`src/rtl/phase_seq_if.sv`:
```
// Handshake bundle for phase_sequencer: control inputs from the control unit,
// phase/retire status back out to the per-stage enables.
interface phase_seq_if #(
    parameter int NUM_PHASES = 5,
    parameter int CNT_W      = 32
);
    localparam int IDX_W = (NUM_PHASES > 1) ? $clog2(NUM_PHASES) : 1;

    logic [NUM_PHASES-1:0] stall;
    logic [NUM_PHASES-1:0] skip;
    logic                  flush;
    logic                  halt_req;
    logic [NUM_PHASES-1:0] current;
    logic [IDX_W-1:0]      phase_idx;
    logic                  retire;
    logic [CNT_W-1:0]      instret;
    logic                  halted;

    modport master (
        output stall, skip, flush, halt_req,
        input  current, phase_idx, retire, instret, halted
    );

    modport slave (
        input  stall, skip, flush, halt_req,
        output current, phase_idx, retire, instret, halted
    );
endinterface

```
`src/rtl/phase_sequencer.sv`:
```
// One-hot instruction phase sequencer with per-phase skip/stall, flush,
// halt/resume at instruction boundaries and a retired-instruction counter.
module phase_sequencer #(
    parameter int NUM_PHASES = 5,
    parameter int CNT_W      = 32
) (
    input logic       clk,
    input logic       rst_n,
    phase_seq_if.slave bus
);
    localparam int IDX_W = (NUM_PHASES > 1) ? $clog2(NUM_PHASES) : 1;

    logic [NUM_PHASES-1:0] cur_q, cur_d;
    logic [IDX_W-1:0]      idx_q, idx_d;
    logic                  halted_q, halted_d;
    logic                  retire_q, retire_d;
    logic [CNT_W-1:0]      instret_q, instret_d;

    logic                  found;
    logic [IDX_W-1:0]      nxt;

    // skip[0] is meaningless: phase 0 is always entered
    wire unused_skip0 = bus.skip[0];

    // Lowest later phase that is not skipped; scanning downward lets the
    // lowest match win.
    always_comb begin
        found = 1'b0;
        nxt   = '0;
        for (int j = NUM_PHASES - 1; j >= 1; j--) begin
            if (j > int'(idx_q) && !bus.skip[j]) begin
                found = 1'b1;
                nxt   = IDX_W'(j);
            end
        end
    end

    always_comb begin
        idx_d     = idx_q;
        halted_d  = halted_q;
        retire_d  = 1'b0;
        instret_d = instret_q;
        if (halted_q) begin
            if (!bus.halt_req) begin
                halted_d = 1'b0;
                idx_d    = '0;
            end
        end else if (bus.flush) begin
            idx_d    = '0;
            halted_d = bus.halt_req;
        end else if (bus.stall[idx_q]) begin
            idx_d = idx_q;
        end else if (found) begin
            idx_d = nxt;
        end else begin
            retire_d  = 1'b1;
            instret_d = instret_q + CNT_W'(1);
            idx_d     = '0;
            halted_d  = bus.halt_req;
        end
        cur_d = halted_d ? '0 : (NUM_PHASES'(1) << idx_d);
    end

    always_ff @(posedge clk or negedge rst_n) begin
        if (!rst_n) begin
            cur_q     <= NUM_PHASES'(1);
            idx_q     <= '0;
            halted_q  <= 1'b0;
            retire_q  <= 1'b0;
            instret_q <= '0;
        end else begin
            cur_q     <= cur_d;
            idx_q     <= idx_d;
            halted_q  <= halted_d;
            retire_q  <= retire_d;
            instret_q <= instret_d;
        end
    end

    assign bus.current   = cur_q;
    assign bus.phase_idx = idx_q;
    assign bus.retire    = retire_q;
    assign bus.instret   = instret_q;
    assign bus.halted    = halted_q;
endmodule

```
`src/flat_wrapper.sv`:
```
// flat-port wrapper written by rule: the top's interface ports become plain ports
module phase_sequencer_flat 
#(
    parameter int NUM_PHASES = 5,
    parameter int CNT_W      = 32
)
  (clk, rst_n, bus_stall, bus_skip, bus_flush, bus_halt_req, bus_current, bus_phase_idx, bus_retire, bus_instret, bus_halted);
  phase_seq_if #(.NUM_PHASES(NUM_PHASES), .CNT_W(CNT_W)) bus_i ();
  input logic clk;
  input logic rst_n;
  input wire logic [$bits(bus_i.stall)-1:0] bus_stall;
  input wire logic [$bits(bus_i.skip)-1:0] bus_skip;
  input wire logic [$bits(bus_i.flush)-1:0] bus_flush;
  input wire logic [$bits(bus_i.halt_req)-1:0] bus_halt_req;
  output wire logic [$bits(bus_i.current)-1:0] bus_current;
  output wire logic [$bits(bus_i.phase_idx)-1:0] bus_phase_idx;
  output wire logic [$bits(bus_i.retire)-1:0] bus_retire;
  output wire logic [$bits(bus_i.instret)-1:0] bus_instret;
  output wire logic [$bits(bus_i.halted)-1:0] bus_halted;
  assign bus_i.stall = bus_stall;
  assign bus_i.skip = bus_skip;
  assign bus_i.flush = bus_flush;
  assign bus_i.halt_req = bus_halt_req;
  assign bus_current = bus_i.current;
  assign bus_phase_idx = bus_i.phase_idx;
  assign bus_retire = bus_i.retire;
  assign bus_instret = bus_i.instret;
  assign bus_halted = bus_i.halted;
  phase_sequencer #(.NUM_PHASES(NUM_PHASES), .CNT_W(CNT_W)) u_core (.clk(clk), .rst_n(rst_n), .bus(bus_i));
endmodule
```
`config.mk`:
```
export PLATFORM = sky130hd
export DESIGN_NAME = phase_sequencer_flat
export DESIGN_NICKNAME = d
export VERILOG_FILES = /design/src/rtl/phase_seq_if.sv /design/src/rtl/phase_sequencer.sv /design/src/flat_wrapper.sv
export SDC_FILE = /design/constraint.sdc
export NUM_CORES = 1
export LEC_CHECK = 0
export ABC_CLOCK_PERIOD_IN_PS = 2500
export CORE_MARGIN = 10
export CORE_UTILIZATION = 53
export CTS_CLUSTER_SIZE = 14
export DETAILED_ROUTE_END_ITERATION = 8
export DONT_BUFFER_PORTS = 1
export HOLD_SLACK_MARGIN = 0.06
export PLACE_DENSITY = 0.78
export REMOVE_ABC_BUFFERS = 1
export SLEW_MARGIN = 40
export SYNTH_ARGS = -nofsm -noshare
export SYNTH_HDL_FRONTEND = slang
export SYNTH_SLANG_ARGS = --single-unit
```
`constraint.sdc`:
```
create_clock -name clk -period 2.5 [get_ports clk]
set_clock_uncertainty 0.05 [all_clocks]
set_input_delay 0 -clock clk [delete_from_list [all_inputs] [get_ports clk]]
set_output_delay 0 -clock clk [all_outputs]
set_load 0.005 [all_outputs]
```
==> metrics.cfg, run 1 <==
[detailed_routing]
remaining_drc_errors = 0
wl_um = 4885
via_count = 1563
postRouteAntennaNets = 0
dr.pass1.iters = 4
viasPerCell = 5.746
drt_iter0_drc = 110
wl_per_cell_um = 17.96

[synthesis]
synth_cell_types = 47
yosys.area.top_type = dfrtp_1
syn_area_mm2 = 0.002143
synthCells = 210
synth_area_leaders = dfrtp_1 48%, xor2_1 8.6%, xnor2_1 4.1%
ys_seq_area_frac = 0.4910
synth_top_area_frac = 0.4787
synth_warnings = 0
synth_edf_count = 0
synthFlopType = dfrtp_1
synthArstFlopShare = 1.000
synth_common_cells = 41 x dfrtp_1, 21 x xor2_1, 19 x nand2_1
yosys_register_bits = 42
avgSynthCellArea_um2 = 10.21
yosysMostFrequentCell = dfrtp_1

[grt]
track_usage = 0.1432
grt_max_degree = 43
grt_pass1_vias = 1594
grt_pass1_wl_um = 8307
grt-ovfl-total = 0
antenna_found_initial = 0

[final_layout]
syn2layout_area_growth_pct = 10.39
drive_above_1_share = 0.1306
fin_nets = 237
fin_util = 0.6001
final_cells = 272
n_antenna_cell = 0
fillCellCount = 329

[clocking]
clk_latency_ns = 0.29
cts_max_level = 2
cts.sinks = 42
root_buffer = clkbuf_8
cts_tree = done
max-clock-path-buffers = 2
numCtsBuffers = 5
clk_pin_slew_ns = 0.08
cts_setup_buffers = 0

[power]
power_mw = 1.372
p_leak_nw = 1.127
ir_drop_mv = 0.2936
p_per_area_mw_per_mm2 = 579.7

[timing]
fin_crit_ns = 2.224
period_share = 0.8895
setup_violations = 0
finalSetupTns_ns = 0
drv_slew = 0
tightest_slew_ns = 0.4971
fmax_mhz = 449.7
rsz0062_at_grt = no
worst_slack_ns = 0.2763
maxSlewHeadroom = 0.6686
hold_viol_final = 0

[die]
die-width_um = 83.59
dieArea_mm2 = 0.006987
coreArea_mm2 = 0.003943
io_pins = 56
die_h_um = 83.59
core.rowCount = 23
initial_core_util = 0.5436

[placement]
gp_congestion = 0.8096
port_buffers = 0
dpl_worst_slack_ns = 0.2531
dpl.hpwl_um = 3433
place_inst = 256

[worst_setup_path]
start_kind = register
r2r-start = u_core.bus.phase_idx[2]$_DFF_PN0_
cp-end-kind = register
cp.required_ns = 2.67
crit_start = u_core.bus.phase_idx[2]$_DFF_PN0_
crit_arrival_ns = 2.39
worstSetupPathType = reg -> reg
path_max_fanout = 10

[flow_run]
drv_cap = 0

[status]
status = complete, no violations

[min_path]
hp-start = bus_skip[3]
min_path_type = in -> reg

[critical path: stages, from the launching register on]
cell and delay [ns]:
dfrtp_1 0.49, a211oi_1 0.24, nor2_1 0.07, o22ai_2 0.43, nand4_2 0.32, nor4_1 0.38, xor2_1 0.17
[power breakdown]
| part | internal, mW | switching, mW |
|---|---|---|
| registers | 0.721 | 0.0606 |
| logic | 0.0807 | 0.0980 |
| clock network | 0.188 | 0.223 |
| total | 0.990 | 0.382 |
[layer usage]
metal,share of wire,track usage,up-vias
met3,0.085,0.05762,7
met1,0.40,0.1610,760
met2,0.50,0.2341,49
met4,0.015,0.05936,0
li1,-,-,747
met5,0,0,-
[state kept, by name (all words and copies together) (netlist names)]
signal	flops
u_core.bus.halted	1
u_core.bus.instret	32
u_core.bus.retire	1
u_core.bus.current	5
u_core.bus.phase_idx	3
[metrics by stage]
stage          area, µm²  hold slack (ns)
3_5_place_dp        2186          -0.3443
3_3_place_gp        2186          -0.3443
2_1_floorplan       2108          -0.3456
4_1_cts             2365          0.06220
5_1_grt             2366           0.1243
6_report            2366          0.07989
[logic make-up after synthesis]
kind of cell | synth area share
compound gates | 0.08057
xor+xnor | 0.1267
fa+ha+maj | 0.005837
buf+inv | 0.03561
flops | 0.4910
mux | 0.009924
simple gates | 0.2504
[final cells by class]
cell class,instances,area (µm²),area share
multi-input combinational,151,1015,0.4289
timing repair buffer,11,115.1,0.04865
tap,50,62.56,0.02644
clock inverter,2,10.01,0.004231
inverter,11,41.29,0.01745
sequential,42,1054,0.4453
clock buffer,5,68.82,0.02909
[final timing paths]
check,end,slack (ns),cells past startpoint
setup reg to reg,u_core.bus.instret[14]$_DFFE_PN0P_,0.28,6
hold reg to reg,u_core.bus.instret[31]$_DFFE_PN0P_,0.45,1
hold / removal,u_core.bus.current[4]$_DFF_PN0_,0.08,3
min in group asynchronous,u_core.bus.instret[26]$_DFFE_PN0P_,0.12,2
setup / recovery,u_core.bus.instret[14]$_DFFE_PN0P_,0.28,6
max in group asynchronous,u_core.bus.current[0]$_DFF_PN1_,2.02,2
[layout by cell type (no fill, tap or decap), types with 5 or more instances in the layout]
master,count
clkbuf_8,5
dfrtp_1,40
dlygate4sd3_1,8
inv_1,11
nand2_1,19
nand3_1,9
nor2_1,18
nor3_1,14
nor4_1,6
xnor2_1,10
xor2_1,21
[timing repair]
action	4_1_cts	5_1_grt
resized for setup	0	1
hold buffers	9	0
hold endpoints to repair	49	0
endpoints found under the setup margin	0	1
(Power assumes the default switching activity.)
==> inputs of run 2 (changes only) <==
- ABC_AREA: unset -> 1
==> run 2 against run 1 <==
  * Cell count up 60%
  * Sequential power up 22%
  * Critical path depth up 5
  * Setup slack better by 0.017 ns
  * Routed wire length up 24%
  * Cell area up 17%
  * Via count up 47%
  * Worst hold slack better by 0.015 ns
  * Clock-buffer cell count up 2
  * Maximum frequency up 0.77%
  * Flip-flop and latch count unchanged
  * Core utilization down 1.2 points
  * Largest cell class is now multi-input combinational cells
  * Largest power group unchanged
  * Highest routed layer unchanged
==> metrics.cfg, run 2 <==
[status]
status = complete, no violations

[worst_setup_path]
crit_start = u_core.bus.phase_idx[2]$_DFF_PN0_
slowest_delay_ns = 0.56  ; +0.07 ns
worstPathCellList = inv_2, nand3_1, nand2_1, nand2_1, nor2_2, nand3_2, nand2_1, nand2_1, dlygate4sd3_1, nand2_1, nor2_1
start_kind = register
r2r-start = u_core.bus.phase_idx[2]$_DFF_PN0_
cp-end-kind = register
cp_slowest_cell = dlygate4sd3_1
crit_arrival_ns = 2.35  ; -0.04 ns
rrSetupSlack_ns = 0.29  ; +0.02 ns
cp.required_ns = 2.64  ; -0.03 ns
crit_top_cell = nand2_1
path_max_fanout = 7  ; -3
worstSetupPathType = reg -> reg

[die]
initial_core_util = 0.5421  ; -0.001504
coreArea_mm2 = 0.004692  ; +19%
core.rowCount = 25  ; +8.7%
io_pins = 56  ; unchanged
die_h_um = 89.28  ; +6.8%
die-width_um = 89.28  ; +6.8%
dieArea_mm2 = 0.007970  ; +14%

[grt]
antenna_found_initial = 0  ; unchanged
grt_max_degree = 43  ; unchanged
grt_pass1_wl_um = 10140  ; +22%
grt_pass1_vias = 2218  ; +39%
grt-ovfl-total = 0  ; unchanged
track_usage = 0.1599  ; +0.01671

[detailed_routing]
remaining_drc_errors = 0  ; unchanged
via_count = 2302  ; +47%
postRouteAntennaNets = 0  ; unchanged
drt_iter0_drc = 128  ; +16%
wl_um = 6035  ; +24%
viasPerCell = 5.304  ; -7.7%
dr.pass1.iters = 5  ; +1
wl_per_cell_um = 13.91  ; -23%

[synthesis]
synth_cell_types = 28  ; -40%
synth_top_area_frac = 0.4033  ; -0.07535
syn_area_mm2 = 0.002544  ; +19%
yosysMostFrequentCell = nand2_1
synth_common_cells = 154 x nand2_1, 47 x nor2_1, 41 x dfrtp_1
synthFlopType = dfrtp_1
synth_area_leaders = dfrtp_1 40%, nand2_1 23%, nor2_1 6.9%
yosys.area.top_type = dfrtp_1
synth_edf_count = 0  ; unchanged
ys_seq_area_frac = 0.4137  ; -0.07728
synthCells = 368  ; +75%
avgSynthCellArea_um2 = 6.912  ; -32%
synth_warnings = 0  ; unchanged
yosys_register_bits = 42  ; unchanged
synthArstFlopShare = 1.000  ; unchanged

[min_path]
hp-start = bus_stall[0]
min_path_type = in -> reg

[timing]
fin_crit_ns = 2.207  ; -0.01690 ns
drv_slew = 0  ; unchanged
period_share = 0.8827  ; -0.006760
tightest_slew_ns = 0.3544  ; -0.1427 ns
setup_violations = 0  ; unchanged
rsz0062_at_grt = no
maxSlewHeadroom = 0.7629  ; +0.09425
hold_viol_final = 0  ; unchanged
fmax_mhz = 453.1  ; +0.77%
finalSetupTns_ns = 0  ; unchanged

[power]
p_per_area_mw_per_mm2 = 702.5  ; +21%
p_leak_nw = 1.307  ; +16%
ir_drop_mv = 0.6298  ; +110%

[clocking]
clk_latency_ns = 0.29  ; about the same
ctsResizeCount = 0  ; unchanged
cts_max_level = 2  ; unchanged
max-clock-path-buffers = 2  ; unchanged
cts_hold_buf = 7  ; -2
cts_tree = done
clk_pin_slew_ns = 0.08  ; about the same
numCtsBuffers = 5  ; unchanged
cts_setup_buffers = 0  ; unchanged
root_buffer = clkbuf_8
cts.sinks = 42  ; unchanged

[placement]
port_buffers = 0  ; unchanged
dpl.hpwl_um = 4690  ; +37%
place_inst = 419  ; +64%
gp_congestion = 0.8835  ; +9.1%

[final_layout]
final_cells = 434  ; +60%
final_common_cell = nand2_1
fin_util = 0.5883  ; -0.01186
largest_register_ffs = 32  ; unchanged
drive_above_1_share = 0.06842  ; -0.06221
n_antenna_cell = 0  ; unchanged
fin_nets = 394  ; +66%
syn2layout_area_growth_pct = 8.510
layout_common_cells = 154 x nand2_1, 47 x nor2_1, 41 x dfrtp_1

[flow_run]
drv_cap = 0  ; unchanged

## run 2: changes by cell type in the layout (fill, tap and decap cells not counted), sizes merged, moves of 5 or more
cell | previous run | this run
nor4 | 7 | 0
nand2 | 19 | 156
nand3 | 10 | 21
nor3 | 17 | 12
inv | 11 | 30
nor2 | 18 | 51
xor2 | 21 | 9
o21ai | 4 | 15
## run 2: cell families (layout without fill, tap and decap cells)
| kind of cell | Yosys count | after routing | share of synthesized area |
|---|---|---|---|
| buf+inv | 36 | 48 | 0.06198 |
| flops | 42 | 42 | 0.4137 |
| compound gates | 21 | 21 | 0.04378 |
| simple gates | 252 | 252 | 0.4206 |
| xor+xnor | 16 | 16 | 0.05509 |
| fa+ha+maj | 1 | 1 | 0.004918 |
## run 2: area by class of cell
type	instances	area [µm²]
fill	447	1932
timing repair buffer	10	102.6
clock inverter	1	5.005
multi-input combinational	290	1334
tap	54	67.56
sequential	42	1052
clock buffer	7	86.33
inverter	30	112.6
## run 2: routing by layer
layer  vias to the layer above  global-route usage  share of wire
met5                         -                   0              0
met3                         7             0.05105          0.077
met2                        54              0.2713           0.50
met4                         0             0.06358          0.012
li1                       1177                   -              -
met1                      1064              0.1818           0.41
## run 2: path summary, 6_finish.rpt
kind,endpoint,cells past startpoint
min in group asynchronous,u_core.bus.instret[23]$_DFFE_PN0P_,2
max in group asynchronous,u_core.bus.current[0]$_DFF_PN1_,2
hold / removal,u_core.bus.current[4]$_DFF_PN0_,6
setup / recovery,u_core.bus.current[3]$_DFF_PN0_,11
setup reg to reg,u_core.bus.current[3]$_DFF_PN0_,11
hold reg to reg,u_core.bus.instret[31]$_DFFE_PN0P_,2
## run 2: critical path, delay by kind of cell, from the launching register on
family / cells / cell delay (ns)
buf+inv: 2 / 0.69
flops: 1 / 0.48
simple gates: 9 / 0.85
## run 2: through the flow
step | area [µm²] | setup WS [ns] | power (mW) | hold WS, ns
after floorplan | 2499 | 0.4850 | 1.341 | -0.3456
after global placement | 2589 | 0.6023 | 1.465 | -0.3444
after detailed placement | 2589 | 0.5148 | 1.484 | -0.3443
after CTS | 2760 | 0.2733 | 1.967 | 0.07865
after global routing | 2760 | 0.08704 | 2.107 | 0.1215
final | 2760 | 0.2932 | 1.939 | 0.09452
## run 2: where the power goes
| group | total, mW | switching, mW | internal, mW |
|---|---|---|---|
| clock | 0.448 | 0.226 | 0.223 |
| sequential | 0.953 | 0.163 | 0.790 |
| combinational | 0.537 | 0.348 | 0.189 |
| total | 1.94 | 0.737 | 1.20 |
